--- src/rtl/rf_dump.sv ---
// Register-file dump engine: walks every RF entry through the read port and streams
// a framed byte sequence (0xA5 header, registers LSB-first, XOR checksum) over valid/ready.
module rf_dump #(
  parameter int NUM_REGS = 32,
  parameter int DATA_W   = 32,
  localparam int BYTES   = DATA_W / 8,
  localparam int IDX_W   = $clog2(NUM_REGS),
  localparam int CNT_W   = (BYTES > 1) ? $clog2(BYTES) : 1
) (
  input  logic              clk,
  input  logic              reset_n,
  input  logic              start,
  output logic              busy,
  output logic              done,
  output logic [IDX_W-1:0]  rd_addr,
  input  logic [DATA_W-1:0] rd_data,
  output logic [7:0]        tx_data,
  output logic              tx_valid,
  input  logic              tx_ready
);

  // state | meaning
  // IDLE  | waiting for start
  // HDR   | presenting header byte 0xA5
  // LOAD  | capturing rd_data for register idx into the shift register
  // SEND  | presenting shreg[7:0], one byte per handshake
  // CSUM  | presenting XOR checksum of all register bytes
  // DONE  | one-cycle done pulse, then back to IDLE
  typedef enum logic [2:0] {
    S_IDLE,
    S_HDR,
    S_LOAD,
    S_SEND,
    S_CSUM,
    S_DONE
  } state_t;

  localparam logic [IDX_W-1:0] IDX_LAST = IDX_W'(NUM_REGS - 1);
  localparam logic [CNT_W-1:0] CNT_LAST = CNT_W'(BYTES - 1);

  state_t            state_q, state_d;
  logic [IDX_W-1:0]  idx_q, idx_d;
  logic [CNT_W-1:0]  cnt_q, cnt_d;
  logic [7:0]        csum_q, csum_d;
  logic [DATA_W-1:0] shreg_q, shreg_d;

  always_ff @(posedge clk or negedge reset_n) begin
    if (!reset_n) begin
      state_q <= S_IDLE;
      idx_q   <= '0;
      cnt_q   <= '0;
      csum_q  <= '0;
      shreg_q <= '0;
    end else begin
      state_q <= state_d;
      idx_q   <= idx_d;
      cnt_q   <= cnt_d;
      csum_q  <= csum_d;
      shreg_q <= shreg_d;
    end
  end

  // Outputs decode only registered state, so tx_ready never reaches tx_valid/tx_data.
  always_comb begin
    state_d  = state_q;
    idx_d    = idx_q;
    cnt_d    = cnt_q;
    csum_d   = csum_q;
    shreg_d  = shreg_q;
    tx_valid = 1'b0;
    tx_data  = 8'h00;
    done     = 1'b0;
    busy     = (state_q != S_IDLE);

    case (state_q)
      S_IDLE: begin
        if (start) begin
          state_d = S_HDR;
          idx_d   = '0;
          csum_d  = '0;
        end
      end
      S_HDR: begin
        tx_valid = 1'b1;
        tx_data  = 8'hA5;
        if (tx_ready) state_d = S_LOAD;
      end
      S_LOAD: begin
        shreg_d = rd_data;
        cnt_d   = '0;
        state_d = S_SEND;
      end
      S_SEND: begin
        tx_valid = 1'b1;
        tx_data  = shreg_q[7:0];
        if (tx_ready) begin
          csum_d  = csum_q ^ shreg_q[7:0];
          shreg_d = shreg_q >> 8;
          if (cnt_q == CNT_LAST) begin
            if (idx_q == IDX_LAST) begin
              state_d = S_CSUM;
            end else begin
              idx_d   = idx_q + IDX_W'(1);
              state_d = S_LOAD;
            end
          end else begin
            cnt_d = cnt_q + CNT_W'(1);
          end
        end
      end
      S_CSUM: begin
        tx_valid = 1'b1;
        tx_data  = csum_q;
        if (tx_ready) state_d = S_DONE;
      end
      S_DONE: begin
        done    = 1'b1;
        state_d = S_IDLE;
      end
      default: state_d = S_IDLE;
    endcase
  end

  assign rd_addr = idx_q;

endmodule
--- config.mk ---
export PLATFORM = sky130hd
export DESIGN_NAME = rf_dump
export DESIGN_NICKNAME = d
export VERILOG_FILES = /design/src/rtl/rf_dump.sv
export SDC_FILE = /design/constraint.sdc
export NUM_CORES = 1
export LEC_CHECK = 0
export BUFFER_PORTS_ARGS = -buffer_cell sky130_fd_sc_hd__buf_4
export CAP_MARGIN = 20
export CORE_ASPECT_RATIO = 1.25
export CORE_MARGIN = 5
export CORE_UTILIZATION = 49
export CTS_CLUSTER_SIZE = 10
export DETAILED_ROUTE_END_ITERATION = 8
export PLACE_DENSITY = 0.82
export SYNTH_ARGS = -nofsm -noshare
export SYNTH_HDL_FRONTEND = slang
export SYNTH_SLANG_ARGS = --single-unit
--- constraint.sdc ---
create_clock -name clk -period 1.8 [get_ports clk]
set_input_delay 0.36 -clock clk [delete_from_list [all_inputs] [get_ports clk]]
set_output_delay 0.36 -clock clk [all_outputs]
set_load 0.03 [all_outputs]
==> results.yml, run 1 <==
critical_path:
  cp_max_fo: 5
  crit_required_ns: 1.44
  worst_path_max_delay_cell: "dfrtp_1"
  crit_chain: "buf_6, and3b_2, buf_12, a22o_1, buf_6"
  path_class: "reg2out"
  cp_num_buf_inv: 3
  crit_family: "flip-flops"
  cpPeakStageDelay_ns: 0.41
  cp-end-kind: "output pin"
  path_common_cell: "buf_6"
  critPathLaunchType: "register"
  critPathArrivalTime_ns: 1.55
  r2r_slack_ns: -0.05
timing:
  finalSetupViolations: 9
  tns_ns: -0.792
  min_period_ns: 1.91
  timing.slew.headroom: 0.548
  finClkSkew_ns: 0.00655
  fmax_ghz: 0.523
  worst_slew_pin_slew_ns: 0.673
  rsz0062_at_grt: "yes"
  hold_viol: 0
  finalWorstSetupSlack_ns: -0.110
  period_share: 1.06
  slew_violations: 0
global_routing:
  grt_pass1_vias: 2162
  grt_max_degree: 51
  grt_antenna_before_repair: 0
  grt-ovfl-total: 0
  grt_first_pass_wirelength_microns: 10400
  grt_usage: 0.194
synthesis:
  syn-num-nets: 261
  netlist_area_sq_um: 2620
  synth-edff-count: 0
  synth.most_common_cell: "dfrtp_1"
  async_flop_share: 1.00
  synthCells: 222
  ys_seq_area_frac: 0.478
  synthTopCellsByCount: "dfrtp_1, mux2_2, a22o_1"
  synthFlopType: "dfrtp_1"
  synth_area_leaders: "dfrtp_1, mux2_2, a22o_1"
  ys_ff_latch: 50
  yosys_warnings: 0
  synth_area_per_cell_sq_um: 11.8
  ys_types: 43
  yosys.area.top_type: "dfrtp_1"
  netlist.area_leader.share: 0.478
detailed_routing:
  dr.first_iter.drc_count: 174
  drtPass1Iterations: 4
  drc: 0
  finalWirelength_microns: 6390
  vias_per_cell: 5.83
  wl_per_cell_microns: 17.9
  num_vias: 2086
  ant_nets: 0
clocking:
  worstSkewPairLatency_ns: 0.30
  cts_tree: "built"
  numCtsBuffers: 5
  cts.sinks: 50
  cts_root_buf: "clkbuf_8"
  clkTransAtPathRegs_ns: 0.09
  htreeDepth: 2
  clockBufferDepth: 2
  holdBufCountCts: 0
min_path:
  hold_class: "in2async"
power_and_ir_drop:
  vdd_drop_max_uv: 881
  leakagePower_nw: 1.78
  power_density_nw_per_um2: 1250
floorplan:
  coreArea_sq_um: 5150
  die_width_microns: 75.4
  start_util: 0.508
  die-area_sq_um: 6920
  rows: 29
  io_pins: 52
  die_h_microns: 91.8
layout:
  layout-drive-gt1-share: 0.517
  fin_nets: 334
  fin_util: 0.688
  final_cell_area_sq_um: 3540
  diodes: 0
  syn2layout_area_growth_pct: 35.2
placement:
  io_buffers: 51
  place.gp.congestion: 0.796
  dpl_cell_area_sq_um: 3160
  dp_hpwl_microns: 4080
flow_run:
  drv_cap: 0
status:
  status: "finished, violations left"
  violations: "setup timing"
-- routing by layer --
layer,vias up,share of wire,global-route usage
met4,0,0.020,0.0612
met2,68,0.52,0.322
met3,12,0.048,0.0350
met1,1024,0.42,0.251
met5,-,0,0
li1,982,-,-
-- cells by family (layout without fill, tap and decap cells) --
group / Yosys count / after routing / share of synthesized area
flip-flops: 50 / 50 / 0.478
buffers and inverters: 27 / 101 / 0.0454
multiplexers: 50 / 50 / 0.216
AO/OA/AOI/OAI: 42 / 42 / 0.127
adder cells (fa/ha/maj): 3 / 3 / 0.0143
AND/OR/NAND/NOR: 50 / 50 / 0.120
-- path summary, 6_finish.rpt --
check                                             start                 endpoint  cells after the start
worst max-delay path             state_q[1]$_DFFE_PN0P_               tx_data[1]                      5
worst min-delay path                            reset_n  shreg_q[30]$_DFFE_PN0P_                      1
worst max register to register   rd_addr[1]$_DFFE_PN0P_   rd_addr[0]$_DFFE_PN0P_                      6
worst min register to register  shreg_q[26]$_DFFE_PN0P_  shreg_q[26]$_DFFE_PN0P_                      1
max in group asynchronous                       reset_n   state_q[0]$_DFFE_PN0P_                      1
min in group clk                            rd_data[30]  shreg_q[30]$_DFFE_PN0P_                      2
-- sequential cells by signal, indices dropped and copies added (netlist names) --
name     cells
shreg_q     32
state_q      3
cnt_q        2
rd_addr      5
csum_q       8
-- placed cells by master, fill, tap and decap left out, types with 2 or more instances in the layout --
| cell type | count |
|---|---|
| nor2_1 | 2 |
| nor3_1 | 2 |
| buf_6 | 17 |
| nand2_1 | 3 |
| clkbuf_1 | 2 |
| or3_1 | 8 |
| o21ai_0 | 2 |
| a21oi_1 | 3 |
| nand4_1 | 9 |
| clkbuf_8 | 5 |
| o211ai_1 | 10 |
| inv_1 | 12 |
| ha_4 | 2 |
| buf_16 | 2 |
| a22o_1 | 17 |
| mux2_2 | 48 |
| nand3_1 | 4 |
| dfrtp_1 | 47 |
| dfrtp_2 | 3 |
| buf_4 | 59 |
| buf_12 | 2 |
| nand3b_1 | 2 |
| nand2b_1 | 5 |
-- timing repair --
action,CTS,global route
setup buffers,9,6
setup endpoints to repair,11,22
gates cloned,2,0
pin swaps,10,6
gates resized for setup,23,9
-- power by group --
group | internal (mW) | switching (mW)
logic | 1.05 | 0.855
registers | 1.49 | 0.251
clock network | 0.416 | 0.362
-- per-stage QoR --
step,power [mW],instances,setup slack [ns],hold slack (ns)
2_1_floorplan,2.91,222,-0.0872,0.0644
3_3_place_gp,3.38,333,0.00958,0.426
3_5_place_dp,3.46,333,-0.0169,0.426
4_1_cts,4.38,352,-0.102,0.0992
5_1_grt,4.69,358,-0.170,0.117
6_report,4.43,358,-0.110,0.0643
-- area by class of cell --
type,instances,area [sq um]
Fill cell,363,1610
Inverter,13,53.8
Tap cell,62,77.6
Clock buffer,7,76.3
Multi-Input combinational cell,145,1320
Clock inverter,1,30.0
Sequential cell,50,1250
Timing Repair Buffer,80,729
Power figures use the tool's default switching activity.
==> inputs of run 2 (changes only) <==
CORE_UTILIZATION = 40   (was 49)
CTS_CLUSTER_DIAMETER = 150   (was unset)
PLACE_DENSITY = 0.7   (was 0.82)
==> run 2 against run 1 <==
Against the previous run:
- the run still ends with setup timing left
- global-route usage is 4.0 points lower
- clock power is 5.5% lower
- count of clock-buffer cells in the layout stayed put
- critical path depth is 1 lower
- sequential share of layout area is 0.096 points higher
- cell area hardly changed
- critical path type unchanged
==> results.yml, run 2 (same netlist as run 1, synthesis figures left out) <==
layout:
  final_cell_mix: "buf_4, mux2_2, dfrtp_1, a22o_1, inv_1"
  largest_register: "shreg_q"
  final_cell_area_sq_um: 3540
  layout_commonest_cell: "buf_4"
  n_fill_cell: 580
  fin_util: 0.546
  layout-drive-gt1-share: 0.529
  fin_cells: 384
  largest_reg_flops: 32
  diodes: 0
  syn2layout_area_growth_pct: 35.1
  fin_nets: 335
critical_path:
  path_class: "reg2out"
  critPathLaunchType: "register"
  cp-end-kind: "output pin"
  r2r_end: "rd_addr[0]$_DFFE_PN0P_"
  cp_max_fo: 7
  r2r_cells: 6
  crit_required_ns: 1.44
  worst_path_max_delay_cell: "dfrtp_2"
  crit_chain: "and3b_2, buf_8, a22o_1, buf_6"
  cp-startpoint: "state_q[0]$_DFFE_PN0P_"
  rr_startpoint: "rd_addr[1]$_DFFE_PN0P_"
  r2r_slack_ns: -0.04
  critPathArrivalTime_ns: 1.50
  cpPeakStageDelay_ns: 0.46
global_routing:
  grt_first_pass_wirelength_microns: 9760
  grt_antenna_before_repair: 0
  grt_pass1_vias: 2034
  grt-ovfl-total: 0
  grt_usage: 0.154
  grt_max_degree: 51
detailed_routing:
  wl_per_cell_microns: 15.7
  ant_nets: 0
  vias_per_cell: 5.28
  finalWirelength_microns: 6020
  drc: 0
  num_vias: 2029
  dr.first_iter.drc_count: 59
  drtPass1Iterations: 3
placement:
  place.gp.congestion: 0.827
  dpl.cell_count: 363
  dp_hpwl_microns: 4260
  io_buffers: 51
  dpl_cell_area_sq_um: 3230
floorplan:
  coreArea_sq_um: 6480
  rows: 33
  io_pins: 52
  die-area_sq_um: 8280
  die_width_microns: 82.4
  start_util: 0.404
  die_h_microns: 100
timing:
  period_share: 1.03
  hold_viol: 0
  timing.slew.headroom: 0.574
  slew_violations: 0
  rsz0062_at_grt: "yes"
  finalSetupViolations: 11
  fmax_ghz: 0.538
  finClkSkew_ns: 0.00840
  finalWorstSetupSlack_ns: -0.0585
  hold_ws_ns: 0.0642
  tns_ns: -0.402
  min_period_ns: 1.86
  worst_slew_pin_slew_ns: 0.639
clocking:
  htreeDepth: 2
  cts_root_buf: "clkbuf_8"
  cts.sinks: 50
  worstSkewPairLatency_ns: 0.31
  numCtsBuffers: 5
  holdBufCountCts: 0
  clkTransAtPathRegs_ns: 0.09
  clockBufferDepth: 2
  cts_tree: "built"
power_and_ir_drop:
  vdd_drop_max_uv: 672
  p_clk_frac: 0.170
  leakagePower_nw: 1.77
  comb_power_share: 0.429
  seqPwrFrac: 0.401
  power_density_nw_per_um2: 1220
  p_sw_frac: 0.334
  switchingPower_mw: 1.44
  p_int_mw: 2.88
status:
  status: "finished, violations left"
  violations: "setup timing"
min_path:
  hold_class: "in2async"
flow_run:
  drv_cap: 0
-- run 2: cell types whose count changed in the layout (fill, tap and decap cells not counted), moves of 2 or more --
cell,change
dfrtp_1,-2
buf_16,-2
dfrtp_2,+2
buf_6,-5
clkbuf_1,-2
buf_4,+6
clkbuf_8,+2
-- run 2: worst max-delay path: cells and delay by family (launching register included) --
| kind | cells | cell delay, ns |
|---|---|---|
| and+or+nand+nor | 1 | 0.25 |
| buffers and inverters | 2 | 0.27 |
| DFF | 1 | 0.46 |
| AOI/OAI and AO/OA | 1 | 0.20 |
-- run 2: power groups by stage --
stage / clock, mW / combinational [mW] / sequential [mW]
6_report: 0.735 / 1.86 / 1.73
5_1_grt: 0.795 / 2.04 / 1.78
4_1_cts: 0.754 / 1.83 / 1.73
3_5_place_dp: 0 / 1.73 / 1.76
3_3_place_gp: 0 / 1.68 / 1.74
2_1_floorplan: 0 / 1.17 / 1.74
-- run 2: cell type report --
cell class,instances,area (sq um),area share
sequential,50,1260,0.355
tap,87,109,0.0307
clock buffer,7,96.3,0.0272
clock inverter,1,8.76,0.00247
timing repair buffer,81,698,0.197
multi-input combinational,145,1320,0.373
inverter,13,48.8,0.0138
-- run 2: per-stage QoR --
stage                     power [mW]  setup WS [ns]
final                           4.32        -0.0585
after global routing            4.61         -0.112
after CTS                       4.32        -0.0870
after detailed placement        3.49        -0.0228
after global placement          3.42        0.00402
after floorplan                 2.91        -0.0872
-- run 2: worst max path at each step --
stage | to | slack (ns) | cells past startpoint
after floorplan | rd_addr[0]$_DFFE_PN0P_ | -0.09 | 6
final | tx_data[1] | -0.06 | 4
after CTS | tx_data[1] | -0.09 | 4
after global routing | tx_data[2] | -0.11 | 4
after detailed placement | rd_addr[0]$_DFFE_PN0P_ | -0.02 | 6
after global placement | rd_addr[0]$_DFFE_PN0P_ | 0.004 | 6
-- run 2: repair_timing --
| item | in CTS | in global routing |
|---|---|---|
| buffers inserted | 11 | 3 |
| endpoints found under the setup margin | 12 | 39 |
| endpoints found under the hold margin | 0 | 0 |
| resized for setup | 21 | 5 |
| pin swaps | 6 | 6 |
-- run 2: routing by layer --
layer | part of all wire | track usage | wire, microns | vias up
met1 | 0.43 | 0.200 | 2600 | 1010
li1 | - | - | - | 975
met5 | 0 | 0 | 0 | -
met2 | 0.52 | 0.248 | 3110 | 35
met3 | 0.035 | 0.0322 | 209 | 9
met4 | 0.018 | 0.0601 | 107 | 0
==> inputs of run 3 (changes only) <==
CORE_ASPECT_RATIO = 1.2   (was 1.25)
==> run 3 against run 2 <==
Against the previous run:
- the run still ends with setup timing left
- global-route usage grew 0.061 points
- cell count decreased by 0.78%
- via count is 3.0% higher
- critical path depth increased by 1
- worst hold slack worse by 0.0057 ns
- count of clock-buffer cells in the layout decreased by 2
- non-clock buffer count decreased by 1
- critical endpoint is now tx_data[2]
- largest cell class unchanged
==> results.yml, run 3 (same netlist as run 1, synthesis figures left out) <==
status:
  status: "finished, violations left"
  violations: "setup timing"
layout:
  fin_nets: 334
  final_cell_area_sq_um: 3550
  syn2layout_area_growth_pct: 35.5
  largest_register: "shreg_q"
  final_cell_mix: "buf_4, mux2_2, dfrtp_1, a22o_1, buf_6"
  layout-drive-gt1-share: 0.524
  fin_cells: 381
  largest_reg_flops: 32
  diodes: 0
  layout_commonest_cell: "buf_4"
global_routing:
  grt-busiest-layer: "met2"
  grt.met2_usage: 0.258
  grt-ovfl-total: 0
  grt_usage: 0.155
  grt_max_degree: 51
  grt_pass1_vias: 2108
  use_met1: 0.196
  grt_antenna_before_repair: 0
  grt.met3_usage: 0.0259
  grt_first_pass_wirelength_microns: 10200
critical_path:
  critPathArrivalTime_ns: 1.58
  crit_required_ns: 1.44
  path_class: "reg2out"
  critPathLaunchType: "register"
  r2r_cells: 6
  cp-end-kind: "output pin"
  cp_max_fo: 5
flow_run:
  drv_cap: 0
power_and_ir_drop:
  power_density_nw_per_um2: 1240
  leakagePower_nw: 1.78
  finalPower_mw: 4.39
  vdd_drop_max_uv: 562
clocking:
  cts_tree: "built"
  numCtsBuffers: 5
  clockBufferDepth: 2
  clkTransAtPathRegs_ns: 0.09
  htreeDepth: 2
  worstSkewPairLatency_ns: 0.31
  cts_root_buf: "clkbuf_8"
  cts.sinks: 50
detailed_routing:
  ant_nets: 0
  finalWirelength_microns: 6420
  wl_per_cell_microns: 16.8
  dr.first_iter.drc_count: 99
  num_vias: 2089
  drtPass1Iterations: 4
  drc: 0
  vias_per_cell: 5.48
placement:
  dp_hpwl_microns: 4260
  dpl_cell_area_sq_um: 3230
  place.gp.congestion: 0.864
  io_buffers: 51
  dpl.cell_count: 361
  place_ws_ns: -0.00221
floorplan:
  die-area_sq_um: 8280
  die_h_microns: 98.7
  io_pins: 52
  rows: 32
  coreArea_sq_um: 6410
  die_width_microns: 83.9
  start_util: 0.409
timing:
  slew_violations: 0
  period_share: 1.08
  finClkSkew_ns: 0.00632
  finalWorstSetupSlack_ns: -0.138
  rsz0062_at_grt: "yes"
  min_period_ns: 1.94
  hold_viol: 0
  fmax_ghz: 0.516
  finalSetupViolations: 10
  timing.slew.headroom: 0.579
  worst_slew_pin_slew_ns: 0.632
min_path:
  hold_class: "in2async"
==> run 3: cell count changes in the layout (fill, tap and decap cells not counted), sizes merged <==
cell	delta
clkbuf	-1
clkinv	+1
bufinv	+1
buf	-2
==> run 3: layout make-up <==
cell class / instances / area [sq um]
Fill cell: 573 / 2860
Clock buffer: 5 / 68.8
Tap cell: 85 / 106
Inverter: 13 / 48.8
Timing Repair Buffer: 80 / 712
Sequential cell: 50 / 1250
Multi-Input combinational cell: 145 / 1320
Clock inverter: 3 / 40.0
==> run 3: where the power goes <==
part	leakage, nW	total [mW]	switching (mW)	internal [mW]
Combinational	1.09	1.87	0.837	1.03
Sequential	0.633	1.73	0.242	1.49
Clock	0.0579	0.786	0.376	0.409
Total	1.78	4.39	1.46	2.93
==> run 3: path summary, 6_finish.rpt <==
kind	slack [ns]	from	end
worst max-delay path	-0.14	state_q[1]$_DFFE_PN0P_	tx_data[2]
worst min-delay path	0.06	reset_n	cnt_q[0]$_DFFE_PN0P_
worst max register to register	-0.02	rd_addr[1]$_DFFE_PN0P_	rd_addr[0]$_DFFE_PN0P_
worst min register to register	0.50	shreg_q[24]$_DFFE_PN0P_	shreg_q[24]$_DFFE_PN0P_
max in group asynchronous	1.27	reset_n	state_q[0]$_DFFE_PN0P_
min in group clk	0.27	rd_data[29]	shreg_q[29]$_DFFE_PN0P_
==> run 3: what timing repair did <==
| item | CTS | global route |
|---|---|---|
| setup buffers | 6 | 3 |
| hold buffers | 0 | 0 |
| cloned | 2 | 1 |
| endpoints found under the setup margin | 11 | 38 |
| pin swaps | 5 | 5 |
| gates resized for setup | 17 | 10 |
==> run 3: stage by stage <==
step / setup TNS (ns) / utilization / hold WS, ns
floorplan: -0.130 / - / 0.0644
global placement: 0 / 0.504 / 0.433
detailed placement: -0.00221 / 0.504 / 0.428
CTS: -1.11 / 0.541 / 0.0876
global route: -1.64 / 0.554 / 0.116
finish: -1.04 / 0.554 / 0.0585
==> run 3: worst max-delay path, cell delays in order (launching register included) <==
cell and delay [ns]:
dfrtp_1 0.42, buf_4 0.17, nor3b_4 0.20, buf_6 0.14, a22o_1 0.19, buf_6 0.15
==> run 3: routing by layer <==
layer	vias up	part of all wire
li1	974	-
met1	1012	0.42
met2	85	0.50
met3	18	0.049
met4	0	0.028
met5	-	0
